[src/rtl/inst_fetch_unit_pkg.sv]
// Shared definitions for the instruction fetch unit: fetch FSM state
// encoding, default reset PC, canonical NOP word and PC helpers.
package inst_fetch_unit_pkg;

    typedef enum logic [1:0] {
        ST_IDLE = 2'd0,
        ST_REQ  = 2'd1,
        ST_WAIT = 2'd2,
        ST_HALT = 2'd3
    } fetch_state_e;

    localparam logic [31:0] RESET_PC_DEFAULT = 32'h8000_0000;
    localparam logic [31:0] NOP_INST         = 32'h0000_0013;
    localparam logic [31:0] PC_STEP          = 32'd4;

    // Force a fetch address onto a word boundary.
    function automatic logic [31:0] align_pc(input logic [31:0] pc_in);
        return {pc_in[31:2], 2'b00};
    endfunction

endpackage

[src/rtl/inst_fifo.sv]
// Instruction buffer: small circular FIFO with synchronous flush.
// Ports:
//   clk, rst_n    - clock, synchronous active-low reset
//   flush         - drop all entries (wins over push/pop in the same cycle)
//   push, push_data - write one entry (ignored when full and not popping)
//   pop           - consume head entry (ignored when empty)
//   head_data     - head entry; holds the last shown head while empty
//   not_empty     - at least one entry present
//   count         - number of entries held
module inst_fifo #(
    parameter int WIDTH = 64,
    parameter int DEPTH = 2
) (
    input  logic                     clk,
    input  logic                     rst_n,
    input  logic                     flush,
    input  logic                     push,
    input  logic [WIDTH-1:0]         push_data,
    input  logic                     pop,
    output logic [WIDTH-1:0]         head_data,
    output logic                     not_empty,
    output logic [$clog2(DEPTH):0]   count
);

    localparam int PW = $clog2(DEPTH);
    localparam logic [PW:0]   FULL_CNT = (PW+1)'(DEPTH);
    localparam logic [PW:0]   CNT_ONE  = (PW+1)'(1);
    localparam logic [PW-1:0] PTR_ONE  = PW'(1);

    logic [WIDTH-1:0] mem_r [DEPTH];
    logic [PW-1:0]    wr_ptr_r;
    logic [PW-1:0]    rd_ptr_r;
    logic [PW:0]      count_r;
    logic [WIDTH-1:0] last_r;
    logic             do_push_s;
    logic             do_pop_s;

    // Qualify push/pop against occupancy; a pop frees a slot for a same-cycle push.
    always_comb begin
        do_pop_s  = pop && (count_r != '0);
        do_push_s = push && ((count_r != FULL_CNT) || do_pop_s);
    end

    // Entry storage (data only, needs no reset).
    always_ff @(posedge clk) begin
        if (do_push_s && !flush) begin
            mem_r[wr_ptr_r] <= push_data;
        end
    end

    // Pointers and occupancy.
    always_ff @(posedge clk) begin
        if (!rst_n) begin
            wr_ptr_r <= '0;
            rd_ptr_r <= '0;
            count_r  <= '0;
        end else if (flush) begin
            wr_ptr_r <= '0;
            rd_ptr_r <= '0;
            count_r  <= '0;
        end else begin
            if (do_push_s) begin
                wr_ptr_r <= wr_ptr_r + PTR_ONE;
            end else begin
                wr_ptr_r <= wr_ptr_r;
            end
            if (do_pop_s) begin
                rd_ptr_r <= rd_ptr_r + PTR_ONE;
            end else begin
                rd_ptr_r <= rd_ptr_r;
            end
            case ({do_push_s, do_pop_s})
                2'b10:   count_r <= count_r + CNT_ONE;
                2'b01:   count_r <= count_r - CNT_ONE;
                default: count_r <= count_r;
            endcase
        end
    end

    // Remember the head currently presented so it stays visible once empty.
    always_ff @(posedge clk) begin
        if (!rst_n) begin
            last_r <= '0;
        end else if (count_r != '0) begin
            last_r <= mem_r[rd_ptr_r];
        end else begin
            last_r <= last_r;
        end
    end

    // Head presentation.
    always_comb begin
        count     = count_r;
        not_empty = (count_r != '0);
        if (count_r != '0) begin
            head_data = mem_r[rd_ptr_r];
        end else begin
            head_data = last_r;
        end
    end

endmodule

[src/rtl/inst_fetch_unit.sv]
// Instruction fetch unit: issues one word fetch at a time to instruction
// memory, buffers returned words with their PC for the decoder, and
// handles redirects (flush + discard of the in-flight response) and halt.
// Ports:
//   clk, rst_n                         - clock, synchronous active-low reset
//   imem_req_valid/ready, imem_addr    - fetch request channel
//   imem_rsp_valid, imem_rdata         - fetch response channel
//   inst_valid/ready, inst, inst_pc    - buffered instruction to decode
//   redirect_valid, redirect_pc        - new fetch PC (flushes buffer)
//   halt                               - stop fetching (level)
//   halted                             - fetch stopped, nothing outstanding
module inst_fetch_unit
    import inst_fetch_unit_pkg::*;
#(
    parameter logic [31:0] RESET_PC   = RESET_PC_DEFAULT,
    parameter int          FIFO_DEPTH = 2
) (
    input  logic        clk,
    input  logic        rst_n,
    output logic        imem_req_valid,
    input  logic        imem_req_ready,
    output logic [31:0] imem_addr,
    input  logic        imem_rsp_valid,
    input  logic [31:0] imem_rdata,
    output logic        inst_valid,
    input  logic        inst_ready,
    output logic [31:0] inst,
    output logic [31:0] inst_pc,
    input  logic        redirect_valid,
    input  logic [31:0] redirect_pc,
    input  logic        halt,
    output logic        halted
);

    localparam int CW = $clog2(FIFO_DEPTH) + 1;
    localparam logic [CW-1:0] FULL_CNT = CW'(FIFO_DEPTH);

    fetch_state_e  state_r;
    fetch_state_e  state_nxt_s;
    logic [31:0]   pc_r;
    logic [31:0]   fetch_pc_r;
    logic          discard_r;

    logic          req_fire_s;
    logic          rsp_fire_s;
    logic          redirect_act_s;
    logic          fifo_free_s;
    logic          push_s;
    logic [63:0]   head_s;
    logic [CW-1:0] fifo_count_s;

    // Event decode; redirects are ignored once halted.
    always_comb begin
        req_fire_s     = (state_r == ST_REQ) && imem_req_ready;
        rsp_fire_s     = (state_r == ST_WAIT) && imem_rsp_valid;
        redirect_act_s = redirect_valid && (state_r != ST_HALT);
        fifo_free_s    = (fifo_count_s < FULL_CNT);
        // A response arriving alongside a redirect belongs to the old path.
        push_s         = rsp_fire_s && !discard_r && !redirect_act_s;
    end

    // FSM state register.
    always_ff @(posedge clk) begin
        if (!rst_n) begin
            state_r <= ST_IDLE;
        end else begin
            state_r <= state_nxt_s;
        end
    end

    // FSM next-state logic.
    always_comb begin
        state_nxt_s = state_r;
        case (state_r)
            ST_IDLE: begin
                if (halt) begin
                    state_nxt_s = ST_HALT;
                end else if (fifo_free_s || redirect_act_s) begin
                    // The response of the previous fetch is already in the
                    // buffer here, so occupancy covers the in-flight entry.
                    state_nxt_s = ST_REQ;
                end else begin
                    state_nxt_s = ST_IDLE;
                end
            end
            ST_REQ: begin
                if (req_fire_s) begin
                    // An accepted request must be waited out even on halt/redirect.
                    state_nxt_s = ST_WAIT;
                end else if (halt) begin
                    state_nxt_s = ST_HALT;
                end else if (redirect_act_s) begin
                    // Drop valid for a cycle so the address never changes mid-request.
                    state_nxt_s = ST_IDLE;
                end else begin
                    state_nxt_s = ST_REQ;
                end
            end
            ST_WAIT: begin
                if (imem_rsp_valid) begin
                    state_nxt_s = halt ? ST_HALT : ST_IDLE;
                end else begin
                    state_nxt_s = ST_WAIT;
                end
            end
            ST_HALT: begin
                state_nxt_s = ST_HALT;
            end
            default: begin
                state_nxt_s = ST_IDLE;
            end
        endcase
    end

    // FSM outputs, decoded from registered state.
    always_comb begin
        imem_req_valid = (state_r == ST_REQ);
        imem_addr      = pc_r;
        halted         = (state_r == ST_HALT);
    end

    // Fetch PC, PC of the outstanding request and stale-response flag.
    always_ff @(posedge clk) begin
        if (!rst_n) begin
            pc_r       <= RESET_PC;
            fetch_pc_r <= RESET_PC;
            discard_r  <= 1'b0;
        end else begin
            if (redirect_act_s) begin
                pc_r <= align_pc(redirect_pc);
            end else if (req_fire_s) begin
                pc_r <= pc_r + PC_STEP;
            end else begin
                pc_r <= pc_r;
            end

            if (req_fire_s) begin
                fetch_pc_r <= pc_r;
            end else begin
                fetch_pc_r <= fetch_pc_r;
            end

            if (rsp_fire_s) begin
                discard_r <= 1'b0;
            end else if (redirect_act_s && ((state_r == ST_WAIT) || req_fire_s)) begin
                discard_r <= 1'b1;
            end else begin
                discard_r <= discard_r;
            end
        end
    end

    inst_fifo #(
        .WIDTH (64),
        .DEPTH (FIFO_DEPTH)
    ) u_inst_fifo (
        .clk       (clk),
        .rst_n     (rst_n),
        .flush     (redirect_act_s),
        .push      (push_s),
        .push_data ({imem_rdata, fetch_pc_r}),
        .pop       (inst_ready),
        .head_data (head_s),
        .not_empty (inst_valid),
        .count     (fifo_count_s)
    );

    // Split the head entry into instruction word and its PC.
    always_comb begin
        inst    = head_s[63:32];
        inst_pc = head_s[31:0];
    end

endmodule

[config.mk]
export PLATFORM = sky130hd
export DESIGN_NAME = inst_fetch_unit
export DESIGN_NICKNAME = d
export VERILOG_FILES = /design/src/rtl/inst_fetch_unit_pkg.sv /design/src/rtl/inst_fifo.sv /design/src/rtl/inst_fetch_unit.sv
export SDC_FILE = /design/constraint.sdc
export NUM_CORES = 1
export LEC_CHECK = 0
export ABC_AREA = 1
export CAP_MARGIN = 20
export CORE_MARGIN = 4
export CORE_UTILIZATION = 55
export DETAILED_ROUTE_END_ITERATION = 16
export GPL_TIMING_DRIVEN = 1
export PLACE_DENSITY = 0.82
export SLEW_MARGIN = 20
export SYNTH_ARGS = -nofsm -noshare
export SYNTH_HDL_FRONTEND = slang
export SYNTH_SLANG_ARGS = --single-unit
[constraint.sdc]
create_clock -name clk -period 9 [get_ports clk]
set_input_delay 2.7 -clock clk [delete_from_list [all_inputs] [get_ports clk]]
set_output_delay 2.7 -clock clk [all_outputs]
set_load 0.01 [all_outputs]
==> results.yml <==
worst_setup_path:
  required_ns: 6.30
  critPathMaxFanout: 63
  path_class: "flip-flop to primary output"
  critPathLaunchType: "flip-flop"
  end_kind: "primary output"
  crit_arrival_ns: 3.46
place:
  port_buffers: 165
  pre_cts_slack_ns: 3.45
  dpl.hpwl_um: 15900
  place.gp.congestion: 0.917
floorplan:
  die_x_um: 145
  dieArea_um2: 21000
  core-area_um2: 18200
  fp.dieH_um: 145
  start_util_pct: 56.8
  rows: 49
  pin_count: 170
finish:
  fin_nets: 1322
  drive_above_1_share_pct: 7.09
  synthToLayoutAreaGrowth_pct: 25.4
  n_antenna_cell: 0
clock_network:
  path_clk_slew_ns: 0.06
  cts_tree: "done"
  cts_max_level: 1
  cts_root_buffer: "clkbuf_16"
  clock-sinks: 256
  clk_latency_ns: 0.53
  cts_hold_buf: 0
  cts_buffers: 26
  cts_setup_buffers: 0
  cts.repair.resized: 0
  clock_path_buffers: 3
logic_synthesis:
  netlist_area_um2: 10300
  synth_cell_types: 39
  synth_top_cell_by_area: "edfxtp_1"
  synthArstFlopShare_pct: 0
  synth_top_area_share_pct: 36.0
  synthCells: 1106
  avgSynthCellArea_um2: 9.34
  synth_common_cells: "nand2_1 (252), a21oi_1 (182), dfxtp_1 (132)"
  yosys_warnings: 0
  ys_ff_latch: 256
  synthFlopType: "dfxtp_1"
  synth_edf_count: 124
  synthTopCellsByArea: "edfxtp_1 (36%), dfxtp_1 (26%), nand2_1 (9.2%)"
  yosysMostFrequentCell: "nand2_1"
  seq_area_frac_synth_pct: 61.6
grt:
  track_usage_pct: 23.5
  grt_max_degree: 84
  grt_pass1_wl_um: 41200
  antenna_found_initial: 0
  grt_overflow: 0
  grt_pass1_vias: 8037
power:
  power.density_nw_per_um2: 202
  p_leak_uw: 0.00492
  max-vdd-ir-drop_mv: 0.122
  fin_total_pwr_uw: 2610
routing:
  post_drt_wl_per_cell_um: 16.9
  wl_met1_um: 11000
  vias_per_cell: 5.48
  firstDrtPassIters: 5
  met3_wirelength_um: 2220
  highest_layer: "met4"
  antenna_left: 0
  num_vias: 8214
  routed_wl_um: 25300
  dr_wl_met2_um: 11500
  drcViolationCount: 0
  drt_iter0_drc: 720
sta:
  hold_viol: 0
  clock_skew_ns: 0.0213
  setup-tns-final_ns: 0
  slew_viol_final: 0
  finalCriticalPeriod_ns: 6.16
  fin_crit_sh_pct: 68.4
  finalSetupViolations: 0
  fmax_mhz: 162
  relSlewSlack_pct: 42.2
  fin_ws_ns: 2.84
  rsz0062_at_grt: "no"
  tightest_slew_ns: 0.866
status:
  status: "completed"
flow_run:
  drv_cap: 0
worst_hold_path:
  min_path_type: "flip-flop to flip-flop"
-- stage by stage --
step           cells  utilization, %  hold WS, ns  instance area (um2)
2_1_floorplan   1107               -        0.420                10300
3_3_place_gp    1450            66.1        0.432                12000
3_5_place_dp    1451            66.2        0.436                12100
4_1_cts         1499            71.1        0.447                13000
5_1_grt         1499            71.1        0.464                13000
6_report        1499            71.1        0.445                13000
-- cells in the final DEF, fill, tap and decap left out, types with 6 or more instances in the layout --
cell / synthesis / layout
dfxtp_1: 132 / 131
a21oi_1: 182 / 182
nor3_1: 7 / 7
nor2_2: 6 / 6
inv_1: 45 / 45
edfxtp_1: 124 / 124
o21ai_0: 34 / 34
buf_4: 6 / 7
a21oi_2: 6 / 6
and2_1: 62 / 62
nand3_1: 27 / 27
clkdlybuf4s50_1: 0 / 164
nand2_1: 252 / 252
clkbuf_16: 0 / 27
nor2_1: 125 / 123
-- final cells by class --
cell class,count,area [um2]
sequential,256,6370
fill,1356,5260
multi-input combinational,740,3480
timing repair buffer,173,1720
clock buffer,32,704
tap,229,287
inverter,53,206
clock inverter,16,189
-- sequential cells by signal, indices dropped and copies added (netlist names), named ones only --
name                  flops
discard_r                 1
fetch_pc_r               30
imem_addr                30
state_r                   2
u_inst_fifo.count         2
u_inst_fifo.last_r       64
u_inst_fifo.mem_r       124
u_inst_fifo.rd_ptr_r      1
u_inst_fifo.wr_ptr_r      1
-- routing by layer --
layer  global-route usage (%)  vias to the layer above
li1                         -                     3978
met1                     33.6                     3835
met2                     37.4                      356
met3                     4.05                       45
met4                     6.98                        0
met5                        0                        -
-- critical path, stage by stage, from the launching register on --
cell	delay (ns)
dfxtp_1	0.45
nor2_4	0.06
buf_4	0.32
inv_2	0.45
buf_4	0.56
nor2_1	0.08
a21oi_1	0.32
clkdlybuf4s50_1	0.61
-- power by group --
group | total [uW] | internal, uW | switching [uW]
registers | 1280 | 1250 | 27.3
logic | 221 | 105 | 116
clock network | 1110 | 673 | 439
total | 2610 | 2030 | 582
-- worst paths after layout --
check	startpoint	to	slack (ns)	cells past startpoint
hold / removal	u_inst_fifo.last_r[0]$_SDFF_PN0_	u_inst_fifo.last_r[0]$_SDFF_PN0_	0.44	2
hold reg to reg	u_inst_fifo.last_r[0]$_SDFF_PN0_	u_inst_fifo.last_r[0]$_SDFF_PN0_	0.44	2
setup reg to reg	u_inst_fifo.count[1]$_SDFFE_PP0P_	u_inst_fifo.count[1]$_SDFFE_PP0P_	6.21	12
setup / recovery	u_inst_fifo.count[1]$_SDFFE_PP0P_	inst_pc[13]	2.84	7
-- kinds of logic after synthesis --
family / synth area share [%]
compound gates: 12.4
xor+xnor: 0.0848
fa+ha+maj: 0.121
buf+inv: 4.89
flops: 61.6
other cells: 0.0363
simple gates: 20.9
No activity file was read; power rests on OpenSTA's default activity.
